==> config.mk <==
export PLATFORM = sky130hd
export DESIGN_NAME = sram_req_ctrl
export DESIGN_NICKNAME = d
export VERILOG_FILES = /design/src/rtl/sram_req_ctrl.sv
export SDC_FILE = /design/constraint.sdc
export NUM_CORES = 1
export LEC_CHECK = 0
export CELL_PAD_IN_SITES_DETAIL_PLACEMENT = 0
export CELL_PAD_IN_SITES_GLOBAL_PLACEMENT = 1
export CORE_MARGIN = 2
export CORE_UTILIZATION = 38
export DETAILED_ROUTE_END_ITERATION = 16
export PLACE_DENSITY = 0.81
export SYNTH_ARGS = -nofsm -noshare
export SYNTH_HDL_FRONTEND = slang
export SYNTH_SLANG_ARGS = --single-unit
==> constraint.sdc <==
create_clock -name clk -period 1.9 [get_ports clk]
set_input_delay 0.19 -clock clk [delete_from_list [all_inputs] [get_ports clk]]
set_output_delay 0.19 -clock clk [all_outputs]
set_load 0.05 [all_outputs]
==> src/rtl/sram_req_ctrl.sv <==
// Initiator-side controller for a 1RW SRAM port: registers client requests onto the SRAM
// pins, tracks fixed read latency and returns read data in order through a credit-protected FIFO.
module sram_req_ctrl #(
    parameter int ADDR_W    = 8,
    parameter int DATA_W    = 32,
    parameter int MASK_W    = 4,
    parameter int RD_LAT    = 1,
    parameter int RSP_DEPTH = 4
) (
    input  logic              clk,
    input  logic              rst,
    input  logic              req_valid_i,
    output logic              req_ready_o,
    input  logic              req_we_i,
    input  logic [MASK_W-1:0] req_wmask_i,
    input  logic [ADDR_W-1:0] req_addr_i,
    input  logic [DATA_W-1:0] req_wdata_i,
    output logic              rsp_valid_o,
    input  logic              rsp_ready_i,
    output logic [DATA_W-1:0] rsp_rdata_o,
    output logic              sram_cs_o,
    output logic              sram_we_o,
    output logic [MASK_W-1:0] sram_wmask_o,
    output logic [ADDR_W-1:0] sram_addr_o,
    output logic [DATA_W-1:0] sram_wr_data_o,
    input  logic [DATA_W-1:0] sram_rd_data_i,
    output logic              busy_o
);

    localparam int PTR_W = $clog2(RSP_DEPTH);
    localparam int CNT_W = PTR_W + 1;

    logic              accept;
    logic              iss_read;
    logic [RD_LAT-1:0] rd_pipe;
    logic              push;
    logic              pop;
    logic [PTR_W-1:0]  wr_ptr;
    logic [PTR_W-1:0]  rd_ptr;
    logic [CNT_W-1:0]  fifo_count;
    logic [DATA_W-1:0] fifo_mem [RSP_DEPTH];
    logic [31:0]       credit_used;

    assign accept   = req_valid_i & req_ready_o;
    assign iss_read = sram_cs_o & ~sram_we_o;
    assign push     = rd_pipe[RD_LAT-1];
    assign pop      = rsp_valid_o & rsp_ready_i;

    // Every read that may still need a FIFO slot holds a credit, so a push can never overflow.
    // NOTE: always_comb accumulates with blocking '=' so each loop step sees the previous sum;
    // state registers below use '<=' so all flops update together at the edge.
    always_comb begin
        credit_used = 32'(iss_read) + 32'(fifo_count);
        for (int i = 0; i < RD_LAT; i++) begin
            credit_used = credit_used + 32'(rd_pipe[i]);
        end
    end

    assign req_ready_o = !rst && (credit_used < 32'(RSP_DEPTH));

    // Issue stage: one registered SRAM access per accepted request; addr/data hold when idle.
    always_ff @(posedge clk) begin
        if (rst) begin
            sram_cs_o      <= 1'b0;
            sram_we_o      <= 1'b0;
            sram_wmask_o   <= '0;
            sram_addr_o    <= '0;
            sram_wr_data_o <= '0;
        end else if (accept) begin
            sram_cs_o      <= 1'b1;
            sram_we_o      <= req_we_i;
            sram_wmask_o   <= req_we_i ? req_wmask_i : '0;
            sram_addr_o    <= req_addr_i;
            sram_wr_data_o <= req_wdata_i;
        end else begin
            sram_cs_o      <= 1'b0;
            sram_we_o      <= 1'b0;
            sram_wmask_o   <= '0;
        end
    end

    always_ff @(posedge clk) begin
        if (rst) begin
            rd_pipe <= '0;
        end else begin
            rd_pipe[0] <= iss_read;
            for (int i = 1; i < RD_LAT; i++) begin
                rd_pipe[i] <= rd_pipe[i-1];
            end
        end
    end

    always_ff @(posedge clk) begin
        if (rst) begin
            wr_ptr     <= '0;
            rd_ptr     <= '0;
            fifo_count <= '0;
        end else begin
            if (push) begin
                wr_ptr <= wr_ptr + PTR_W'(1);
            end
            if (pop) begin
                rd_ptr <= rd_ptr + PTR_W'(1);
            end
            case ({push, pop})
                2'b10:   fifo_count <= fifo_count + CNT_W'(1);
                2'b01:   fifo_count <= fifo_count - CNT_W'(1);
                default: fifo_count <= fifo_count;
            endcase
        end
    end

    // NOTE: the storage array is deliberately not reset; emptiness is tracked by the
    // pointers/count, and the output mux below hides stale contents.
    always_ff @(posedge clk) begin
        if (push) begin
            fifo_mem[wr_ptr] <= sram_rd_data_i;
        end
    end

    assign rsp_valid_o = (fifo_count != '0);
    assign rsp_rdata_o = rsp_valid_o ? fifo_mem[rd_ptr] : '0;
    assign busy_o      = sram_cs_o | (|rd_pipe) | rsp_valid_o;

endmodule

## Word-level counts from Yosys, hierarchy flattened

Memories as Yosys holds them, arrays and structs flattened. A register that Yosys moved wholly into a read port is not among the register bits.
Cells that the tools add are included.

- Memories kept: 1
- Memory bits (writable): 128
- Word-level logic and storage cells: 40
- Flip-flop bits (word level): 54
- Input bits: 81

Memories:

| memory | depth | bits a word | read ports | clocked after memory_dff | write ports | RTL line | source |
|---|---|---|---|---|---|---|---|
| fifo_mem | 4 | 32 | 1 | 1 | 1 | 41 | `logic [DATA_W-1:0] fifo_mem [RSP_DEPTH];` |

- Bitwise operators: 8
- Muxes and demuxes: 7
- Reductions and logical operators: 6
- Eq/ne operators: 2
- $lt $le $gt $ge: 1
- Add/sub/neg operators: 6

Operator list:

| kind | number |
|---|---|
| $mux 32 | 1 |
| $pmux 3 s2 | 1 |
| $add 4x1->5 | 1 |
| $lt 5x3->1 const B | 1 |
| $add 1x3->4 | 1 |
| $add 2x1->2 const B | 2 |
| $mux 2 | 2 |
| $add 3x1->3 const B | 1 |
| $and 1x1->1 | 3 |
| $mux 1 | 3 |
| $not 1->1 | 3 |
| $reduce_bool 3->1 | 1 |
| $reduce_or 3->1 | 1 |
| $sub 3x1->3 const B | 1 |
| $eq 2x1->1 const B | 1 |
| $eq 2x2->1 const B | 1 |
| $or 1x1->1 | 2 |
| $reduce_bool 2->1 | 1 |
| $reduce_or 2->1 | 1 |
| $logic_and 1x1->1 | 1 |
| $logic_not 1->1 | 1 |

## Depth between registers and ports, before layout

- Depth in word-level cells: 9
- Mapped depth: 8
- Depth with buffers taken out: 8

## Worst setup path before layout

OpenSTA, ideal clock, no wires.

- Kind: flip-flop to flip-flop
- Start: reg sram_cs_o
- End: reg sram_addr_o[5]
- Data required time: 1.779 ns
- Path buffers: 1
- Data arrival time: 2.114 ns
- Setup slack: -0.335 ns
- Library setup time: 0.121 ns
- Period minus slack after synthesis: 2.235 ns
- Stages on the path, launching flop included: 7
- Path through: dfxtp_1 nor2b_1 ha_1 and3_1 nor3b_4 buf_6 mux2_2

- Longest elaborated chain between the ends: 6

Ends and longest elaborated chain:

| what | RTL line | source |
|---|---|---|
| start: declaration | 21 | `output logic sram_cs_o,` |
| start signal: assignment | 64 | `sram_cs_o <= 1'b0;` |
| start signal: assignment | 70 | `sram_cs_o <= 1'b1;` |
| start signal: assignment | 76 | `sram_cs_o <= 1'b0;` |
| $and 1x1->1 | 45 | `assign iss_read = sram_cs_o & ~sram_we_o;` |
| net iss_read | 34 | `logic iss_read;` |
| $add 1x3->4 | 53 | `credit_used = 32'(iss_read) + 32'(fifo_count);` |
| $add 4x1->5 | 55 | `credit_used = credit_used + 32'(rd_pipe[i]);` |
| $lt 5x3->1 | 59 | `assign req_ready_o = !rst && (credit_used < 32'(RSP_DEPTH));` |
| $logic_and 1x1->1 | 59 |  |
| $and 1x1->1 | 44 | `assign accept = req_valid_i & req_ready_o;` |
| end signal: assignment | 73 | `sram_addr_o <= req_addr_i;` |
| end: declaration | 24 | `output logic [ADDR_W-1:0] sram_addr_o,` |

The timed path passes the listed nets, and every way through them passes these cells.
A chain may end at the register's enable or synchronous reset.

==> run metrics <==
status=complete, but fails checks; failing checks=negative setup slack; Initial Util=roughly 40%; fraction of registers with async set/reset=0%; FP Rows=49; root buf cell=clkbuf_16; Arrival @ worst endpoint=~1900 ps; RSZ-0062 raised after global routing=yes; Synth top area share=between 50 and 60%; share of cells above drive strength 1=a little under two fifths; skew final=7.55 ps; remaining antenna violation count=0; Slew headroom=approximately two fifths; most frequent cells after synthesis=edfxtp_1 (128), dfxtp_1 (56), nor2b_1 (42); hold_buf cts=0; maximum vdd drop=between 0.6 and 0.7 mV; Seq/Total Area, Yosys=between 70% and 80%; Die Span Y=around 140 µm; CP Class=flop to primary output; largest net degree at the start of global routing=50; H-tree depth=4; worst-skew pair later-pin latency=around 410 ps; Post-route DRC=0; pre-CTS setup slack=-229 ps; Tmin final=a little over 2000 ps; gpl congestion=~0.72; Final period util=108%; Crit Path Max Fanout=7; Least-Margin Pin Slew=between 800 and 900 ps; Syn Inst Count=400; global-route wire length before repair=25500 µm; placed cells=about 800; diodes inserted=0; Yosys top cell by area=edfxtp_1; Post-Route WL=between 15000 and 20000 µm; full die area=approximately 20000 µm²; Final Hold Fails=0; GR Util All Layers=17.3%; First-pass DRT Iterations=4; Pwr Density=roughly 1200 nW/µm²; syn nets=488; number of CTS-inserted buffers=17; cell with the most instances after synthesis=edfxtp_1; Setup violations, final=67; Req. time, crit path=1710 ps; hold slack=around 340 ps; sink count of the clock tree=between 150 and 200; area of the core=18100 µm²; final non-filler cell total=834; leading post-synthesis cells by cell area=edfxtp_1 (54%), dfxtp_1 (16%), mux4_2 (10%), mux2_2 (6.1%), nor2b_1 (3.7%); Max Cap Viol=0; # port buffers=between 150 and 200; DRT iter0 DRCs=approximately 180; antenna violations before repair=0; Final Util=between 50% and 60%; Setup crit end kind=primary output; Yosys cell types=28; I/O Pins=162; area of the mapped netlist=7060 µm²; Max clock buf depth=2; Vias/cell=a little under 5; die width=140 µm; LEAKAGE=3.75 nW; GRT overflow=0; FF+latch count, synth=roughly 180; TritonCTS clock tree=yes; Max Freq=a little under 0.5 GHz; worst setup margin=-159 ps; Layout Nets=680; final routed wire length divided by cell count=between 15 and 20 µm; CP startpoint kind=flop; via count=4102; Primary FF master, synth=edfxtp_1; CTS clk-pin slew, worst paths=approximately 70 ps; vias in the first global route=4525; Slew Limit Fails=0; synthesized area per cell=about 18 µm²; Hold WC Path Type=input pin to flop; EDFF count, synth=128; Ys Warns=0; synth-to-layout area growth=49.6%; DP HPWL=~9500 µm
report_power, final:
group          total, mW  leakage (nW)  internal [mW]  switching [mW]
Combinational       4.73          1.88           2.40            2.32
Sequential          4.56          1.62           4.44           0.117
Clock               3.19         0.255           1.68            1.51
logic make-up (layout without fill, tap and decap cells):
logic type	after synthesis	count (layout)	synth area share [%]
mux	73	73	16.7
compound gates	6	6	0.567
simple gates	98	98	8.49
xor+xnor	5	5	0.620
fa+ha+maj	7	7	1.35
buf+inv	27	232	1.95
flops	184	184	70.3
placed cells by master, fill, tap and decap left out, types with 5 or more instances in the layout:
cell,n
dfxtp_1,50
clkbuf_16,18
dfxtp_4,5
nor2b_1,41
buf_16,6
clkdlybuf4s50_1,125
nor2_1,7
mux2_4,40
edfxtp_1,128
inv_1,5
mux4_2,32
and2_4,32
buf_12,40
buf_6,6
buf_4,10
flip-flops by register name, indices dropped and copies added (netlist names), 2 cells and up, named ones only:
| signal | cells |
|---|---|
| wr_ptr | 2 |
| sram_wr_data_o | 32 |
| sram_wmask_o | 4 |
| fifo_mem | 128 |
| fifo_count | 3 |
| sram_addr_o | 8 |
| rd_ptr | 2 |
metrics by stage:
| step | cell area [µm²] | setup TNS (ps) | power [mW] |
|---|---|---|---|
| after global placement | 9430 | -1180 | 8.54 |
| after floorplan | 7150 | -1510 | 6.76 |
| after CTS | 10500 | -6660 | 12.5 |
| after detailed placement | 9430 | -2960 | 8.60 |
| after global routing | 10600 | -8360 | 12.9 |
| final | 10600 | -4860 | 12.5 |
worst max-delay path, stage by stage (launching register included):
cell     delay [ps]
dfxtp_4         430
buf_16          160
mux4_2          550
and2_4          180
buf_12          140
path summary, 6_finish.rpt:
| path | startpoint | end | slack (ps) | cells after the start |
|---|---|---|---|---|
| worst max register to register | sram_cs_o | sram_wr_data_o[7] | -80 | 8 |
| worst max-delay path | flop | rsp_rdata_o[23] | -160 | 4 |
| worst min register to register | wr_ptr[1] | wr_ptr[1] | 550 | 2 |
| worst min-delay path | req_wmask_i[0] | sram_wmask_o[0] | 340 | 2 |
cell type report:
cell class                 instances  area (µm²)
sequential                       184        4980
tap                              229         287
clock inverter                    14         100
inverter                           7        26.3
clock buffer                      18         429
multi-input combinational        189        2280
fill                            1350        7520
timing repair buffer             193        2460
metal layers:
metal / up-vias / part of all wire (%) / global-route usage, %
li1: 1867 / - / -
met1: 2050 / 39 / 20.1
met2: 169 / 51 / 30.1
met3: 16 / 8.3 / 5.71
met4: 0 / 1.6 / 5.64
met5: - / 0 / 0
what timing repair did:
item	CTS	global route
setup endpoints to repair	64	77
setup buffers	10	4
pin swaps	25	20
gates resized for setup	92	17
cloned	8	1
Note: power is estimated with default switching activity, not from simulation.
